$ cat src/rtl/update_pkg.sv
// update_pkg
//   Shared definitions for the update-side readback logic.
//   - rb_state_t : readback FSM states (IDLE, READ, DRAIN, DONE)
//   - rb_depth   : FIFO depth, which also bounds in-flight reads plus buffered words
//   - rb_cnt_w   : width of the word counters; one extra bit so that a full
//                  2^ADDR_W scan length can be represented
package update_pkg;

  typedef enum logic [1:0] {
    IDLE  = 2'd0,
    READ  = 2'd1,
    DRAIN = 2'd2,
    DONE  = 2'd3
  } rb_state_t;

  function automatic int rb_depth(input int rd_lat);
    return rd_lat + 2;
  endfunction

  function automatic int rb_cnt_w(input int addr_w);
    return addr_w + 1;
  endfunction

endpackage

$ cat src/rtl/readback_fifo.sv
// readback_fifo
//   Synchronous FIFO whose head word is held in output registers, so dout and
//   valid come straight from flops. A push into an empty FIFO is visible on
//   dout/valid in the following cycle. Simultaneous push and pop keeps count.
// Ports:
//   clk, reset : clock, synchronous active-high reset
//   push, din  : write strobe and word (ignored when full without a pop)
//   pop        : consume the head word (ignored when empty)
//   dout       : head word, held stable until popped
//   valid      : head word present
//   count      : number of stored words, including the head
module readback_fifo #(
  parameter  int WIDTH = 33,
  parameter  int DEPTH = 4,
  localparam int CNT_W = $clog2(DEPTH + 1),
  localparam int PTR_W = (DEPTH > 1) ? $clog2(DEPTH) : 1
) (
  input  logic             clk,
  input  logic             reset,
  input  logic             push,
  input  logic [WIDTH-1:0] din,
  input  logic             pop,
  output logic [WIDTH-1:0] dout,
  output logic             valid,
  output logic [CNT_W-1:0] count
);

  logic [WIDTH-1:0] mem [DEPTH];
  logic [PTR_W-1:0] wr_ptr;
  logic [PTR_W-1:0] rd_ptr;
  logic [PTR_W-1:0] rd_ptr_nx;
  logic             do_push;
  logic             do_pop;

  // Pointers wrap at DEPTH, which need not be a power of two.
  function automatic logic [PTR_W-1:0] ptr_inc(input logic [PTR_W-1:0] p);
    return (p == PTR_W'(DEPTH - 1)) ? '0 : p + 1'b1;
  endfunction

  assign do_pop    = pop && (count != '0);
  assign do_push   = push && ((count != CNT_W'(DEPTH)) || do_pop);
  assign rd_ptr_nx = ptr_inc(rd_ptr);

  always_ff @(posedge clk) begin
    if (do_push) mem[wr_ptr] <= din;
  end

  always_ff @(posedge clk) begin
    if (reset) begin
      wr_ptr <= '0;
      rd_ptr <= '0;
      count  <= '0;
      valid  <= 1'b0;
      dout   <= '0;
    end else begin
      if (do_push) wr_ptr <= ptr_inc(wr_ptr);
      if (do_pop)  rd_ptr <= rd_ptr_nx;
      count <= count + CNT_W'(do_push) - CNT_W'(do_pop);
      // Head register reload: the next head is either already stored at
      // rd_ptr_nx, or is the word being pushed this very cycle.
      if (do_pop) begin
        if (count == CNT_W'(1)) begin
          valid <= do_push;
          if (do_push) dout <= din;
        end else begin
          valid <= 1'b1;
          dout  <= mem[rd_ptr_nx];
        end
      end else if ((count == '0) && do_push) begin
        valid <= 1'b1;
        dout  <= din;
      end
    end
  end

endmodule

$ cat src/rtl/update_readback.sv
// update_readback
//   Walks a wrapping range of rule-RAM addresses, one read per cycle, and
//   returns the words on a valid/ready stream with a last marker. Reads are
//   only issued while in-flight reads plus buffered words stay below the FIFO
//   depth, so backpressure can never overflow the FIFO.
// Ports:
//   clk, reset           : clock, synchronous active-high reset
//   start, base_addr, len: scan request (sampled in IDLE only)
//   rd_en, rd_addr       : RAM read strobe/address
//   rd_data              : RAM data, valid RD_LAT cycles after rd_en
//   out_valid/data/last  : output stream; out_ready is the downstream accept
//   busy                 : scan in progress (READ or DRAIN)
//   done                 : one-cycle pulse after the last beat transfers
module update_readback
  import update_pkg::*;
#(
  parameter int ADDR_W = 5,
  parameter int DATA_W = 32,
  parameter int RD_LAT = 2
) (
  input  logic              clk,
  input  logic              reset,
  input  logic              start,
  input  logic [ADDR_W-1:0] base_addr,
  input  logic [ADDR_W:0]   len,
  output logic              rd_en,
  output logic [ADDR_W-1:0] rd_addr,
  input  logic [DATA_W-1:0] rd_data,
  output logic              out_valid,
  output logic [DATA_W-1:0] out_data,
  output logic              out_last,
  input  logic              out_ready,
  output logic              busy,
  output logic              done
);

  localparam int DEPTH = rb_depth(RD_LAT);
  localparam int CNT_W = rb_cnt_w(ADDR_W);
  localparam int OCC_W = $clog2(DEPTH + 1);

  rb_state_t         state;
  logic [CNT_W-1:0]  len_q;
  logic [CNT_W-1:0]  issued;
  logic              last_tag;
  logic [RD_LAT-1:0] vld_pipe;
  logic [RD_LAT-1:0] last_pipe;
  logic [OCC_W-1:0]  fifo_count;
  logic [OCC_W-1:0]  inflight;
  logic [OCC_W:0]    occupancy;
  logic [DATA_W:0]   fifo_dout;
  logic              beat;

  assign inflight  = OCC_W'($countones(vld_pipe));
  assign occupancy = {1'b0, inflight} + {1'b0, fifo_count};
  assign rd_en     = (state == READ) && (issued < len_q) &&
                     (occupancy < (OCC_W + 1)'(DEPTH));
  assign last_tag  = (issued == (len_q - 1'b1));
  assign beat      = out_valid && out_ready;
  assign busy      = (state == READ) || (state == DRAIN);
  assign done      = (state == DONE);

  always_ff @(posedge clk) begin
    if (reset) begin
      state   <= IDLE;
      len_q   <= '0;
      issued  <= '0;
      rd_addr <= '0;
    end else begin
      case (state)
        IDLE: begin
          if (start) begin
            len_q   <= len;
            issued  <= '0;
            rd_addr <= base_addr;
            state   <= (len == '0) ? DONE : READ;
          end
        end
        READ: begin
          if (rd_en) begin
            issued  <= issued + 1'b1;
            rd_addr <= rd_addr + 1'b1;
            if (last_tag) state <= DRAIN;
          end
        end
        DRAIN: begin
          if (beat && out_last) state <= DONE;
        end
        DONE:    state <= IDLE;
        default: state <= IDLE;
      endcase
    end
  end

  // RAM latency stages: the valid bit matures in the cycle rd_data is valid
  always_ff @(posedge clk) begin
    if (reset) begin
      vld_pipe <= '0;
    end else begin
      vld_pipe[0] <= rd_en;
      for (int i = 1; i < RD_LAT; i++) vld_pipe[i] <= vld_pipe[i-1];
    end
  end

  always_ff @(posedge clk) begin
    last_pipe[0] <= last_tag;
    for (int i = 1; i < RD_LAT; i++) last_pipe[i] <= last_pipe[i-1];
  end

  // Matured read enters the output FIFO with its last flag
  readback_fifo #(
    .WIDTH (DATA_W + 1),
    .DEPTH (DEPTH)
  ) u_fifo (
    .clk   (clk),
    .reset (reset),
    .push  (vld_pipe[RD_LAT-1]),
    .din   ({last_pipe[RD_LAT-1], rd_data}),
    .pop   (out_ready),
    .dout  (fifo_dout),
    .valid (out_valid),
    .count (fifo_count)
  );

  assign out_last = fifo_dout[DATA_W];
  assign out_data = fifo_dout[DATA_W-1:0];

endmodule
$ cat config.mk
export PLATFORM = sky130hd
export DESIGN_NAME = update_readback
export DESIGN_NICKNAME = d
export VERILOG_FILES = /design/src/rtl/update_pkg.sv /design/src/rtl/readback_fifo.sv /design/src/rtl/update_readback.sv
export SDC_FILE = /design/constraint.sdc
export NUM_CORES = 1
export LEC_CHECK = 0
export ABC_AREA = 1
export CORE_ASPECT_RATIO = 0.8
export CORE_MARGIN = 5
export CORE_UTILIZATION = 50
export CTS_BUF_LIST = sky130_fd_sc_hd__clkbuf_4 sky130_fd_sc_hd__clkbuf_8 sky130_fd_sc_hd__clkbuf_16
export DETAILED_ROUTE_END_ITERATION = 8
export HOLD_SLACK_MARGIN = 0.05
export PLACE_DENSITY = 0.79
export SYNTH_ARGS = -nofsm -noshare
export SYNTH_HDL_FRONTEND = slang
export SYNTH_SLANG_ARGS = --single-unit
$ cat constraint.sdc
create_clock -name clk -period 5.2 [get_ports clk]
set_clock_uncertainty 0.05 [all_clocks]
set_input_delay 1.04 -clock clk [delete_from_list [all_inputs] [get_ports clk]]
set_output_delay 1.04 -clock clk [all_outputs]
set_load 0.05 [all_outputs]
Word level (Yosys, flattened, before mapping)
Memory sizes are Yosys's and may differ from the RTL's.
Cells that the tools add are included.
W data, S select, Z words.
Word-level totals
  register bits after elaboration: 64
  bits in latches: 0
  memory bits (writable): 132
  ROM bits: 0
  input port bits: 47
  output and inout port bits: 42
  word-level logic and storage cells: 78
  memories: 1
Memories
  u_fifo.mem: words 4, bits a word 33, read ports 1, clocked after memory_dff 0, wr ports 1, RTL line readback_fifo.sv:28  | logic [WIDTH-1:0] mem [DEPTH];
Operators by class
  $add $sub $neg: 9
  $mul: 0
  divide/modulo/power cells: 0
  magnitude comparators: 2
  equal/unequal tests: 13
  shift-type cells: 0
  multiplexer cells: 23
  bitwise logic cells: 0
  reductions and logical operators: 19
Operators by type and width (number)
  $mux W33: 4
  $mux W2: 7
  $mux W6: 2
  $pmux W6 S2: 1
  $mux W5: 2
  $pmux W5 S2: 1
  $eq A2 B2 Y1 const B: 4
  $pmux W2 S4: 1
  $logic_and A1 B1 Y1: 7
  $add A6 B1 Y6 const B: 1
  $eq A6 B6 Y1: 1
  $logic_not A6 Y1: 1
  $lt A6 B6 Y1: 1
  $ne A2 B2 Y1 const B: 3
  $sub A6 B1 Y6 const B: 1
  $add A5 B1 Y5 const B: 1
  $mux W1: 5
  $add A2 B1 Y2 const B: 2
  $add A2 B3 Y4: 1
  $lt A4 B3 Y1 const B: 1
  $reduce_and A2 Y1: 2
  $reduce_and A4 Y1: 1
  $reduce_bool A2 Y1: 2
  $add A3 B1 Y3: 1
  other kinds (12): 13

Logic depth before layout (Yosys ltp)
  word-level depth: 7
  gate-level depth with buffers: 15
  depth with buffers taken out: 15

Cells and area by module
From an unflattened synthesis, not the netlist that was laid out.
Second synthesis, totals
  cells, all modules: 956
  area total of the unflattened synthesis: 8747.1 um^2
By module, submodules not included
  readback_fifo: instances 1, cells an instance 735, area an instance 7253.2 um^2
  update_readback: instances 1, cells an instance 221, area an instance 1493.9 um^2

Worst setup path before layout
No wires, ideal clock.
  path type: input to register
  start point: input port out_ready
  end point: memory u_fifo.mem[0][0] (enable)
  setup time: 423 ps
  arrival: 2913 ps
  required time: 4727 ps
  setup slack: 1814 ps
  stages: 4
  path buffers: 0
  path through: inv_1 -> a31oi_1 -> inv_1 -> nor2_1
On the way
  cells in the longest elaborated chain, start to end: 5
Ends and longest elaborated chain
  from (decl): RTL line update_readback.sv:32  | input logic out_ready,
  $logic_and A1 B1 Y1: RTL line readback_fifo.sv:40  | assign do_pop = pop && (count != '0);
  $logic_or A1 B1 Y1: RTL line readback_fifo.sv:41  | assign do_push = push && ((count != CNT_W'(DEPTH)) || do_pop);
  $logic_and A1 B1 Y1: RTL line readback_fifo.sv:41
  via u_fifo.do_push: RTL line readback_fifo.sv:32  | logic do_push;
  $mux W1: RTL line readback_fifo.sv:45  | if (do_push) mem[wr_ptr] <= din;
  $mux W1 (implied by the code): RTL line readback_fifo.sv:45
  to (decl): RTL line readback_fifo.sv:28
The timed path passes the listed nets, and every way through them passes these cells.

Worst setup path in the final report
  start point: register state[1]
  end point: output port rd_en
On the way
  cells in the longest elaborated chain, start to end: 3
Ends and longest elaborated chain
  from (decl): RTL line update_readback.sv:41  | rb_state_t state;
  from (signal assigned): RTL line update_readback.sv:75  | state <= (len == '0) ? DONE : READ;
  $eq A2 B1 Y1: RTL line update_readback.sv:55  | assign rd_en = (state == READ) && (issued < len_q) &&
  $logic_and A1 B1 Y1 (2 in a row): RTL line update_readback.sv:55
  to (decl): RTL line update_readback.sv:26  | output logic rd_en,
No other way between the ends.

==> flow_metrics.tcl <==
set metrics [dict create \
    rsz0062_at_grt "false" \
    start_util 0.5095 \
    antenna_found_initial 0 \
    yosys.area.top_type "edfxtp_1" \
    synth_area_leaders "edfxtp_1 45%, dfxtp_1 15%, nand2_1 10%" \
    netlist_instances 890 \
    r2r_start "u_fifo.rd_ptr[0]" \
    switching_share 0.4121 \
    end_kind "primary output" \
    cts_made_buffers 17 \
    synth_fp_nets 960 \
    dominantRegCellSynth "edfxtp_1" \
    worst-r2r-setup-slack_ns 1.96 \
    seq_area_um2 5245 \
    yosys.area.top_type_share 0.4490 \
    synth.most_common_cell "nand2_1" \
    clkSinkCount 196 \
    hold_end "last_pipe[1]" \
    grt_pass1_vias 6011 \
    min_delay_path_depth 0 \
    fin_tns_setup_ns 0 \
    crit_arrival_ns 2.74 \
    gp_congestion 0.7894 \
    insertion_delay_ns 0.43 \
    grt_first_pass_wirelength_um 30410 \
    routedWlPerCell_um 15.73 \
    synth-async-reset-ratio 0 \
    fp.coreArea_um2 17320 \
    wl_um 18820 \
    drive_gt1_frac 0.1101 \
    reg2reg_depth 8 \
    setup_viol 0 \
    drtPass1Iterations 6 \
    power.share.clock 0.223 \
    drc 0 \
    status "finished, final reports clean" \
    synth_edf_count 132 \
    die_h_um 128.8 \
    area_delta_synth_final_pct 17.79 \
    p_leak_nw 4.218 \
    postCtsSetupRepairBufs 0 \
    max_freq_mhz 261.2 \
    fillers 1421 \
    synth_commonest_cells "238 x nand2_1, 132 x edfxtp_1, 93 x inv_1, 70 x nand3_1, 64 x dfxtp_1" \
    post-route-period-util 0.7362 \
    io_pins 89 \
    io_buffers 88 \
    path_clk_slew_ns 0.06 \
    seqPwrFrac 0.359 \
    vias 6331 \
    holdCritStartpoint "last_pipe[0]" \
    h-tree-depth 4 \
    drv_cap 0 \
    dieArea_um2 20430 \
    internal_power_mw 3.296 \
    cts_hold_buf 0 \
    ctsLongestPathBuffers 2 \
    reg2reg_to "u_fifo.dout[12]" \
    period_minus_slack_ns 3.828 \
    multi_input_area_um2 2953 \
    p_per_area_nw_per_um2 539.2 \
    grt_max_degree 66 \
    cts-root-buf "clkbuf_16" \
    drt-vias-per-instance 5.289 \
    die_w_um 158.6 \
    first_iter_violations 550 \
    cts_tree "yes" \
    final_antenna_net_count 0 \
    avgSynthCellArea_um2 9.918 \
    rows 43 \
    grt_overflow 0 \
    tightest_slew_ns 1.230 \
    slew_viol_final 0 \
    yosysWarnings 0 \
    switchingPower_mw 2.311 \
    pwr-share-comb 0.418 \
    ys_seq_area_frac 0.5942 \
    crit_required_ns 4.11 \
    hold_path.class "reg -> reg" \
    power.total_mw 5.607 \
    netlist_area_um2 8827 \
    max-slew-margin-rel 0.1748 \
    nets 1029 \
    synth.distinct_cells 34 \
    cts_resized 0 \
    yosys_register_bits 196 \
    start_kind "flip-flop" \
    peakVddDrop_v 0.0003278 \
    dp_hpwl_um 11330 \
    crit_type "reg -> out" \
    groute.usage.overall 0.1892 \
    hold_violations 0 \
    diodes 0 \
    crit_fanout 11 \
]
==> state kept, by name, summed over array words and instances (netlist names) <==
register and count:
last_pipe 2, u_fifo.rd_ptr 2, len_q 6, u_fifo.count 3, vld_pipe 2, u_fifo.dout 33, u_fifo.wr_ptr 2, state 2
issued 6, rd_addr 5, u_fifo.mem 132, u_fifo.valid 1
==> logic make-up (layout without fill, tap and decap cells) <==
kind of cell    count (synthesis)  count (layout)  synth area share
flops                         196             196            0.5942
buf+inv                       160             242           0.07470
compound gates                108             108           0.09851
simple gates                  393             393            0.1892
xor+xnor                       10              10          0.009923
fa+ha+maj                      23              23           0.03345
==> power groups by stage <==
| stage | Sequential, mW | Clock [mW] | Combinational [mW] |
|---|---|---|---|
| floorplan | 2.50 | 0 | 1.24 |
| global placement | 2.04 | 0 | 2.29 |
| detailed placement | 2.05 | 0 | 2.33 |
| CTS | 2.02 | 1.26 | 2.35 |
| global route | 2.04 | 1.34 | 2.55 |
| finish | 2.02 | 1.25 | 2.34 |
==> placed cells by master, fill, tap and decap left out, types with 2 or more instances in the layout <==
cell type	n
nand2_1	238
edfxtp_1	132
inv_1	93
clkdlybuf4s50_1	88
nand3_1	70
dfxtp_1	64
nor2_1	58
o211ai_1	36
o211ai_2	30
inv_2	22
ha_1	22
a21oi_1	21
clkbuf_16	17
o21ai_0	15
nand3_2	10
xor2_1	9
nor2_4	6
clkinv_1	5
nand4_1	4
clkinv_2	4
buf_4	4
clkbuf_8	3
o21ai_2	2
nor3_1	2
clkbuf_4	2
clkinv_4	2
==> worst max path at each step <==
stage | startpoint | to | slack [ns] | depth (start not counted)
after global placement | out_ready | u_fifo.dout[8] | 1.54 | 8
after floorplan | out_ready | u_fifo.mem[0][0] | 1.81 | 4
after CTS | state[1] | rd_en | 1.35 | 9
after detailed placement | out_ready | u_fifo.dout[22] | 1.49 | 8
final | state[1] | rd_en | 1.37 | 9
after global routing | state[1] | rd_en | 1.23 | 9
==> through the flow <==
step / utilization / area [um2] / setup slack (ns) / hold WS, ns / cells
6_report: 0.6002 / 10400 / 1.372 / 0.2788 / 1197
4_1_cts: 0.6002 / 10400 / 1.354 / 0.2816 / 1197
3_3_place_gp: 0.5677 / 9834 / 1.540 / 0.2682 / 1165
5_1_grt: 0.6002 / 10400 / 1.235 / 0.2927 / 1197
2_1_floorplan: - / 8827 / 1.814 / 0.2596 / 890
3_5_place_dp: 0.5677 / 9834 / 1.495 / 0.2657 / 1165
==> layer usage <==
layer	routed length, um	track usage
met5	0	0
met4	281	0.05868
met3	1259	0.04069
met2	8726	0.2961
met1	8557	0.2661
==> worst max-delay path: stages (launching register included) <==
cell	delay (ns)
dfxtp_1	0.34
inv_1	0.09
ha_1	0.47
nand2_1	0.12
nor2_1	0.12
nand2_1	0.06
nor2_1	0.09
nand2_1	0.15
inv_1	0.09
clkdlybuf4s50_1	0.79
==> final cells by class <==
class | count | share of cell area
multi-input combinational | 534 | 0.2840
clock inverter | 10 | 0.007822
sequential | 196 | 0.5045
inverter | 118 | 0.04272
timing repair buffer | 92 | 0.08761
tap | 225 | 0.02708
clock buffer | 22 | 0.04633
(Power assumes the default switching activity.)
